## src/rtl/tetris_pkg.sv

```systemverilog
`default_nettype none
// +------------------------------------------------------------------------+
// | Package     : tetris_pkg                                               |
// | Description : Shared playfield defaults, coordinate type and collision |
// |               checker FSM state encoding.                              |
// | Revision    : 1.0 - initial release                                    |
// +------------------------------------------------------------------------+
package tetris_pkg;

   localparam int unsigned BOARD_W_DEFAULT = 10;
   localparam int unsigned BOARD_H_DEFAULT = 20;

   // 5-bit unsigned offset / coordinate
   typedef logic [4:0] coord_t;

   typedef enum logic [1:0] {
      ST_IDLE = 2'd0,
      ST_RD   = 2'd1,
      ST_CHK  = 2'd2,
      ST_DONE = 2'd3
   } state_e;

endpackage : tetris_pkg
`default_nettype wire

```

## src/rtl/tetron_cell_addr.sv

```systemverilog
`default_nettype none
// +------------------------------------------------------------------------+
// | Module      : tetron_cell_addr                                         |
// | Description : Combinational cell address generator. Adds one block     |
// |               offset to the piece anchor with a 6-bit unsigned sum and |
// |               flags the cell as out of bounds when it leaves the board.|
// | Revision    : 1.0 - initial release                                    |
// +------------------------------------------------------------------------+
// | Ports                                                                  |
// |   anchor_row, anchor_col  in  5  piece anchor                          |
// |   voffset, hoffset        in  5  block offsets                         |
// |   row, col                out 5  low bits of the cell address          |
// |   oob                     out 1  cell lies outside the playfield       |
// +------------------------------------------------------------------------+
module tetron_cell_addr
   import tetris_pkg::*;
#(
   parameter int unsigned BOARD_W = BOARD_W_DEFAULT,
   parameter int unsigned BOARD_H = BOARD_H_DEFAULT
) (
   input  logic [4:0] anchor_row,
   input  logic [4:0] anchor_col,
   input  logic [4:0] voffset,
   input  logic [4:0] hoffset,
   output logic [4:0] row,
   output logic [4:0] col,
   output logic       oob
);

   localparam logic [5:0] ROW_LIM = 6'(BOARD_H);
   localparam logic [5:0] COL_LIM = 6'(BOARD_W);

   logic [5:0] sum_row;
   logic [5:0] sum_col;

   // Keep the carry so 16+16 is seen as 32 (off the board) rather than
   // wrapping back to 0.
   assign sum_row = {1'b0, anchor_row} + {1'b0, voffset};
   assign sum_col = {1'b0, anchor_col} + {1'b0, hoffset};

   assign oob = (sum_row >= ROW_LIM) || (sum_col >= COL_LIM);

   // Bit 5 is always zero for an in-bounds cell, so only the low bits
   // are useful as a read address; bit 5 is already folded into oob.
   assign row = sum_row[4:0];
   assign col = sum_col[4:0];

endmodule : tetron_cell_addr
`default_nettype wire

```

## config.mk

```make
export PLATFORM = sky130hd
export DESIGN_NAME = tetron_cell_addr
export DESIGN_NICKNAME = d
export VERILOG_FILES = /design/src/rtl/tetris_pkg.sv /design/src/rtl/tetron_cell_addr.sv
export SDC_FILE = /design/constraint.sdc
export NUM_CORES = 1
export LEC_CHECK = 0
export ABC_AREA = 1
export CAP_MARGIN = 20
export CORE_AREA = 2 2 39 41
export DETAILED_ROUTE_END_ITERATION = 16
export DIE_AREA = 0 0 41 43
export PLACE_DENSITY = 0.84
export SETUP_SLACK_MARGIN = 0.15
export SLEW_MARGIN = 10
export SYNTH_ARGS = -nofsm -noshare
export SYNTH_HDL_FRONTEND = slang
export SYNTH_SLANG_ARGS = --single-unit
```

## constraint.sdc

```tcl
create_clock -name vclk -period 2.17
set_clock_uncertainty 0.1 [all_clocks]
set_input_delay 0.434 -clock vclk [all_inputs]
set_output_delay 0.434 -clock vclk [all_outputs]
set_load 0.005 [all_outputs]
```

# Yosys cells after proc, flatten, opt, wreduce, memory -nomap -nowiden
# Cells that the tools add are included.
[totals] register_bits=0 latch_bits=0 mem_bits_rw=0 rom_bits=0 inputBits=20 wordCells=5 memories=0
[classes] addsub=2 n_mul=0 div_mod_pow=0 order_cmp=2 eq_ne=0 n_shift=0 n_mux=0 bitwise=0 reduce_logical=1
[ops] operator="adder 5 x 5 -> 6 bit" n=2
[ops] operator="greater-or-equal comparator 6 x 4 -> 1 bit, second input constant" n=1
[ops] operator="greater-or-equal comparator 6 x 5 -> 1 bit, second input constant" n=1
[ops] operator="logical OR 1 bit" n=1

# Longest topological paths before layout
# Gate-level depths: netlist (run 1).
[depth] word_depth=3 ltp_mapped=9 mapped_depth_nobuf=9

# Worst setup path before layout (run 1)
# OpenSTA, ideal clock, no wires.
[synth_path] kind="input to output" from="in anchor_col[0]" to="out oob" arrival_time_ps=1515 path_slack_ps=121 cell_stages=8 path_cell_list="ha_1 > fa_1 > xnor2_1 > nand2_1 > nand3_1 > nand2_1 > inv_1 > nand3_1"
[synth_between] elab_chain_cells=3
[synth_lines] element="start: declaration" line_no="tetron_cell_addr.sv:22" text="input logic [4:0] anchor_col,"
[synth_lines] element="adder 5 x 5 -> 6 bit" line_no="tetron_cell_addr.sv:39" text="assign sum_col = {1'b0, anchor_col} + {1'b0, hoffset};"
[synth_lines] element="greater-or-equal comparator 6 x 4 -> 1 bit" line_no="tetron_cell_addr.sv:41" text="assign oob = (sum_row >= ROW_LIM) || (sum_col >= COL_LIM);"
[synth_lines] element="logical OR 1 bit" line_no="tetron_cell_addr.sv:41"
[synth_lines] element="end: declaration" line_no="tetron_cell_addr.sv:27" text="output logic oob"
# Every way passes these cells.

# Final worst setup path (run 1)
# Same ends and word-level chain as after synthesis.

==> results.sh, run 1 <==
export IMPL_p_leak_nw=0.5523
export IMPL_synthTopCellsByArea="ha_1 (30%), inv_1 (14%), nand2_1 (13%), nand3_1 (11%), fa_1 (9.5%)"
export IMPL_avgSynthCellArea_um2=6.370
export IMPL_cp_data_arrival_time_ps=1780
export IMPL_fin_nets=152
export IMPL_critPathRequiredTime_ps=1640
export IMPL_timing_final_setup_violations=4
export IMPL_min_path_type="in2out"
export IMPL_tightest_slew_ps=275.3
export IMPL_fmax_mhz=432.2
export IMPL_slew_viol_final=0
export IMPL_num_rows=14
export IMPL_fin_cells=134
export IMPL_grt_max_degree=5
export IMPL_drc=0
export IMPL_grt_setup_unrepaired="true"
export IMPL_setup_slack_ps=-143.6
export IMPL_violations="setup timing"
export IMPL_cp_cell_sequence="buf_6 -> ha_4 -> fa_2 -> buf_6 -> nand3_4 -> nand2_2 -> nand2_2 -> nand3_2 -> nor2_2 -> nand3_2 -> buf_2"
export IMPL_diodes=0
export IMPL_start_util_pct=30.38
export IMPL_die_h_um=43
export IMPL_fin_area_um2=1115
export IMPL_num_vias=667
export IMPL_drv_cap=0
export IMPL_area_growth_pct=165.2
export IMPL_path_buf_inv=3
export IMPL_ant_nets=0
export IMPL_ir_drop_uv=194.5
export IMPL_worst_setup_path_end_kind="output port"
export IMPL_slowest_stage="fa_2"
export IMPL_ys_types=15
export IMPL_antenna_found_initial=0
export IMPL_synth_top_cell_by_area="ha_1"
export IMPL_grt_met3_usage_pct=2.094
export IMPL_p_per_area_nw_per_um2=331.9
export IMPL_pre_cts_ws_ps=-832.3
export IMPL_busiest_layer="met2"
export IMPL_crit_family="adder cells"
export IMPL_drive_gt1_share_pct=67.80
export IMPL_dieArea_um2=1763
export IMPL_core_area_um2=1384
export IMPL_nClkBuffers=0
export IMPL_first_pass_iters=3
export IMPL_critPathMaxStageDelay_ps=380
export IMPL_start_kind="primary input"
export IMPL_wl_per_cell_um=16.29
export IMPL_numPortBuffers=31
export IMPL_period_needed_ps=2314
export IMPL_use_met1_pct=19.75
export IMPL_path_class="in2out"
export IMPL_nFlopsAndLatches=0
export IMPL_regArea_um2=0
export IMPL_ys_seq_area_share_pct=0
export IMPL_gp_congestion=0.7547
export IMPL_met2_usage_pct=45.00
export IMPL_synth_top_area_share_pct=29.76
export IMPL_syn_area_um2=420.4
export IMPL_synth_cells=66
export IMPL_grt_pass1_wl_mm=2.677
export IMPL_max_slew_margin_pct=81.65
export IMPL_fin_crit_sh_pct=106.6
export IMPL_grt_pass1_vias=670
export IMPL_worstPathMaxFanout=2
export IMPL_drtIter0Drc=9
export IMPL_avgViaCountPerCell=4.978
export IMPL_wirelength_mm=2.183
export IMPL_dp_hpwl_mm=1.090
export IMPL_dpl_cell_count=124
export IMPL_yosys_warnings=0
export IMPL_pin_count=31
export IMPL_p_total_mw=0.3701
export IMPL_detailed_place_area_um2=843.3
export IMPL_status="finished, violations left"
export IMPL_grt_overflow=0
export IMPL_finalHoldViolCount=0
export IMPL_grt_usage_pct=21.52
export IMPL_die_x_um=41
export IMPL_synth_net_count=98
export IMPL_whs_ps=1335
what timing repair did:
item	in CTS	in global routing
buffers inserted	6	4
pin swaps	23	17
hold buffers	0	0
endpoints found under the setup margin	11	9
resized for setup	93	48
cell usage after synthesis (all sizes together):
| library cell | count |
|---|---|
| a21oi | 4 |
| fa | 2 |
| ha | 10 |
| inv | 16 |
| nand2 | 17 |
| nand3 | 10 |
| nand3b | 1 |
| nand4 | 1 |
| nor2 | 2 |
| o21ai | 1 |
| xnor2 | 1 |
| xor2 | 1 |
area by class of cell:
cell class | instances | area [um^2]
multi-input combinational | 50 | 574.3
timing repair buffer | 52 | 460.4
fill | 80 | 269.0
inverter | 16 | 60.06
tap | 16 | 20.02
metrics by stage:
stage	TNS [ps]	utilization, %
after floorplan	0	-
after CTS	-179.6	72.24
after detailed placement	-5506	60.94
after global routing	-454.1	80.56
final	-236.0	80.56
after global placement	-5213	60.94
final timing paths:
kind     startpoint  endpoint  slack (ps)  cells past startpoint
max   anchor_col[0]       oob        -140                     11
min      hoffset[1]    col[1]        1330                      3
kinds of logic (layout without fill, tap and decap cells):
group / count (synthesis) / count (layout) / share of synthesized area, %
simple gates: 31 / 31 / 34.52
xor+xnor: 2 / 2 / 4.167
fa+ha+maj: 12 / 12 / 39.29
compound gates: 5 / 5 / 7.738
buf+inv: 16 / 68 / 14.29
cell usage in the layout, fill, tap and decap left out, types with 2 or more instances in the layout:
cell type        count
fa_2                 2
buf_2                5
inv_1               12
ha_4                 8
clkbuf_2             8
buf_4                9
nand2_4              2
inv_2                4
a21oi_1              3
nand3_4              2
nand2_2              8
buf_6               22
clkdlybuf4s50_1      6
nand3_1              2
ha_1                 2
nand2_1              7
nand3_2              6
clkdlybuf4s15_1      2
where the power goes:
part	internal, mW	switching [mW]	total, mW
registers	0	0	0
logic	0.210	0.160	0.370
clock network	0	0	0
layer usage:
metal,vias to the layer above,part of all wire [%]
li1,314,-
met3,8,4.3
met5,-,0
met1,315,35
met4,0,3.7
met2,30,57
Note: power is estimated with default switching activity, not from simulation.
==> run 2, diff against run 1 <==
==> constraint.sdc (replaced) <==
create_clock -name vclk -period 2.73
set_clock_uncertainty 0.1 [all_clocks]
set_input_delay 0.546 -clock vclk [all_inputs]
set_output_delay 0.546 -clock vclk [all_outputs]
set_load 0.005 [all_outputs]
==> results.sh, run 2 (synthesis gave the netlist of run 1 again) <==
export IMPL_slew_viol_final=0
export IMPL_multi_input_area_um2=469.2
export IMPL_numPortBuffers=31
export IMPL_grt_overflow=0
export IMPL_timing_final_setup_violations=0
export IMPL_wirelength_mm=1.526
export IMPL_core_area_um2=1384
export IMPL_critPathRequiredTime_ps=2080
export IMPL_diodes=0
export IMPL_fin_crit_sh_pct=92.96
export IMPL_dp_hpwl_mm=1.090
export IMPL_setup_slack_ps=192.3
export IMPL_start_kind="primary input"
export IMPL_cp_data_arrival_time_ps=1890
export IMPL_final_cell_mix="inv_1 (14), nand2_1 (14), dlygate4sd2_1 (14)"
export IMPL_grt_pass1_vias=621
export IMPL_worst_setup_path_end_kind="output port"
export IMPL_grt_usage_pct=18.27
export IMPL_drtIter0Drc=8
export IMPL_ir_drop_uv=108.4
export IMPL_ant_nets=0
export IMPL_die_x_um=41
export IMPL_status="complete, no violations"
export IMPL_antenna_found_initial=0
export IMPL_fin_area_um2=912.1
export IMPL_pre_cts_ws_ps=-562.9
export IMPL_regArea_um2=0
export IMPL_dieArea_um2=1763
export IMPL_worstPathMaxFanout=5
export IMPL_p_per_area_nw_per_um2=225.2
export IMPL_wl_per_cell_um=12.11
export IMPL_grt_max_degree=6
export IMPL_min_path_type="in2out"
export IMPL_grt_pass1_wl_mm=2.318
export IMPL_grt_setup_unrepaired="true"
export IMPL_fin_tns_setup_ps=0
export IMPL_avgViaCountPerCell=4.913
export IMPL_tightest_slew_ps=174.0
export IMPL_die_h_um=43
export IMPL_path_class="in2out"
export IMPL_nFlopsAndLatches=0
export IMPL_area_growth_pct=117.0
export IMPL_num_rows=14
export IMPL_finalHoldViolCount=0
export IMPL_holdBufCountCts=0
export IMPL_fin_nets=144
export IMPL_max_slew_margin_pct=88.40
export IMPL_drv_cap=0
export IMPL_fillerInstances=113
export IMPL_start_util_pct=30.38
export IMPL_pin_count=31
export IMPL_gp_congestion=0.7457
export IMPL_drc=0
export IMPL_p_leak_nw=0.4855
export IMPL_num_vias=619
export IMPL_drive_gt1_share_pct=37.27
export IMPL_period_needed_ps=2538
export IMPL_nClkBuffers=0
export IMPL_fmax_mhz=394.1
export IMPL_first_pass_iters=4
export IMPL_detailed_place_area_um2=810.8
-- run 2: cell type report --
cell class / instances / area share, %
tap: 16 / 2.195
timing repair buffer: 44 / 39.78
multi-input combinational: 50 / 51.44
inverter: 16 / 6.584
-- run 2: metal layers --
metal	part of all wire [%]	GRT usage, %	vias to the layer above	routed length, um
met5	0	0	-	0
met4	4.7	3.333	0	72
met3	5.9	3.141	10	90
met2	59	38.13	32	905
met1	30	15.76	278	458
li1	-	-	299	-
-- run 2: through the flow --
stage	cells	power, mW	util, %	hold slack (ps)
after CTS	125	0.1894	62.93	1727
after floorplan	66	0.07921	-	1101
after detailed placement	121	0.1890	58.59	2047
after global placement	121	0.1840	58.59	2046
after global routing	126	0.2238	65.91	1632
final	126	0.2054	65.91	1594
-- run 2: worst max-delay path, cell delays in order --
cell and delay (ps):
clkdlybuf4s50_1 500, ha_4 230, a21oi_4 160, nand2_1 60, nand2_1 80, nand2_2 60, o21ai_2 60, nand3_1 80
buf_2 130
-- run 2: what timing repair did --
item                       4_1_cts  5_1_grt
pin swaps                       14       15
setup endpoints to repair        9        5
cloned                           0        0
buffers inserted                 4        1
gates resized for setup         43       19
-- run 2: path summary, 6_finish.rpt --
| kind | from | endpoint | slack [ps] | cells after the start |
|---|---|---|---|---|
| max | voffset[3] | oob | 190 | 9 |
| min | anchor_row[3] | row[4] | 1590 | 6 |
-- run 2: power by group --
part           internal, mW  total (mW)  switching, mW  leakage, nW
sequential                0           0              0            0
clock                     0           0              0            0
combinational         0.115       0.205         0.0905        0.485
==> run 3, diff against run 2 <==
--- a/config.mk
+++ b/config.mk
@@ -7,9 +7,10 @@
 export LEC_CHECK = 0
 export ABC_AREA = 1
 export CAP_MARGIN = 20
-export CORE_AREA = 2 2 39 41
+export CORE_AREA = 4 4 41 43
 export DETAILED_ROUTE_END_ITERATION = 16
-export DIE_AREA = 0 0 41 43
+export DIE_AREA = 0 0 45 47
+export MAX_ROUTING_LAYER = met4
 export PLACE_DENSITY = 0.84
 export SETUP_SLACK_MARGIN = 0.15
 export SLEW_MARGIN = 10
==> results.sh, run 3 (synthesis gave the netlist of run 1 again) <==
export IMPL_status="complete, no violations"
export IMPL_wl_met3_um=84
export IMPL_p_leak_nw=0.4882
export IMPL_highest_layer="met4"
export IMPL_layout_commonest_cell="dlygate4sd2_1"
export IMPL_cp_cell_sequence="dlygate4sd2_1 -> buf_4 -> ha_1 -> nand3_2 -> nand2_2 -> nand2_2 -> nand2_2 -> buf_4 -> dlygate4sd2_1"
export IMPL_clkPwrFrac_pct=0
export IMPL_met2_length_um=780
export IMPL_start_kind="primary input"
export IMPL_period_needed_ps=2559
export IMPL_core_area_um2=1301
export IMPL_timing_final_setup_violations=0
export IMPL_dieArea_um2=2115
export IMPL_holdBufCountCts=0
export IMPL_fin_cells=124
export IMPL_p_per_area_nw_per_um2=231.7
export IMPL_worst_setup_path_end_kind="output port"
export IMPL_die_x_um=45
export IMPL_fmax_mhz=390.7
export IMPL_first_pass_iters=4
export IMPL_pre_cts_ws_ps=-556.4
export IMPL_grt_overflow=0
export IMPL_min_path_type="in2out"
export IMPL_fin_crit_sh_pct=93.75
export IMPL_drtIter0Drc=2
export IMPL_p_total_mw=0.2119
export IMPL_fin_nets=143
export IMPL_gp_congestion=0.7952
export IMPL_path_class="in2out"
export IMPL_die_h_um=47
export IMPL_nFlopsAndLatches=0
export IMPL_wl_met1_um=531
export IMPL_switching_share_pct=42.41
export IMPL_ant_nets=0
export IMPL_drv_cap=0
export IMPL_slowest_stage="ha_1"
export IMPL_dp_hpwl_mm=1.032
export IMPL_grt_setup_unrepaired="true"
export IMPL_area_growth_pct=117.6
export IMPL_cp_data_arrival_time_ps=1910
export IMPL_fillerInstances=107
export IMPL_numPortBuffers=31
export IMPL_wirelength_mm=1.437
export IMPL_num_vias=554
export IMPL_avgViaCountPerCell=4.468
export IMPL_num_rows=13
export IMPL_tightest_slew_ps=166.9
export IMPL_intPower_mw=0.1220
export IMPL_diodes=0
export IMPL_grt_pass1_vias=550
export IMPL_finalHoldViolCount=0
export IMPL_regArea_um2=0
export IMPL_pin_count=31
export IMPL_final_core_util_pct=70.29
export IMPL_wl_per_cell_um=11.59
export IMPL_p_seq_share_pct=0
export IMPL_drive_gt1_share_pct=39.45
export IMPL_critPathRequiredTime_ps=2080
export IMPL_grt_max_degree=6
export IMPL_ir_drop_uv=128.8
export IMPL_max_slew_margin_pct=88.87
export IMPL_critPathMaxStageDelay_ps=300
export IMPL_slew_viol_final=0
export IMPL_worst_path_most_repeated_cell="nand2_2"
export IMPL_dpl_cell_count=119
export IMPL_p_sw_mw=0.08987
export IMPL_grt_pass1_wl_mm=2.194
export IMPL_antenna_found_initial=0
export IMPL_start_util_pct=32.31
export IMPL_worstPathMaxFanout=2
export IMPL_drc=0
export IMPL_final_cell_mix="dlygate4sd2_1 (15), inv_1 (14), nand2_1 (12)"
export IMPL_nClkBuffers=0
export IMPL_share_comb_of_total_power_pct=100.0
export IMPL_grt_usage_pct=13.85
export IMPL_setup_slack_ps=170.5
## run 3: cell types whose count changed in the layout (fill, tap and decap cells not counted), sizes merged
cell / delta
dlygate4sd2: +1
clkdlybuf4s15: -2
## run 3: power by group through the flow
stage | Clock, mW | Sequential [mW] | Combinational (mW)
2_1_floorplan | 0 | 0 | 0.0792
3_3_place_gp | 0 | 0 | 0.186
3_5_place_dp | 0 | 0 | 0.188
4_1_cts | 0 | 0 | 0.195
5_1_grt | 0 | 0 | 0.234
6_report | 0 | 0 | 0.212
## run 3: cell type report
cell class / count / area [um^2] / area share [%]
multi-input cells: 50 / 476.7 / 52.12
repair buffers: 43 / 359.1 / 39.26
inverters: 16 / 60.06 / 6.566
well taps: 15 / 18.77 / 2.052
## run 3: routing by layer
metal  GRT usage, %  vias up
met2          27.40       19
li1               -      298
met3          1.149        4
met1          14.29      233
met5              -        -
met4          4.094        0
## run 3: worst max-delay path: cells and delay by family
kind	cells	cell delay, ps
and+or+nand+nor	4	300
buffers and inverters	4	770
adders and majority gates	1	300
## run 3: repair_timing
| item | CTS | global route |
|---|---|---|
| setup endpoints to repair | 9 | 6 |
| pin swaps | 14 | 15 |
| buffers inserted | 4 | 1 |
| resized for setup | 46 | 19 |
## run 3: stage by stage
| stage | hold slack (ps) | TNS, ps | instance area, um^2 |
|---|---|---|---|
| detailed placement | 2058 | -2751 | 802.0 |
| finish | 1671 | 0 | 914.6 |
| floorplan | 1101 | 0 | 420.4 |
| CTS | 1698 | 0 | 867.1 |
| global placement | 2048 | -2525 | 802.0 |
| global route | 1709 | 0 | 914.6 |
## run 3: worst paths after layout
check / cells past startpoint / to / start
hold / removal: 7 / oob / anchor_row[3]
setup / recovery: 9 / row[3] / anchor_row[1]
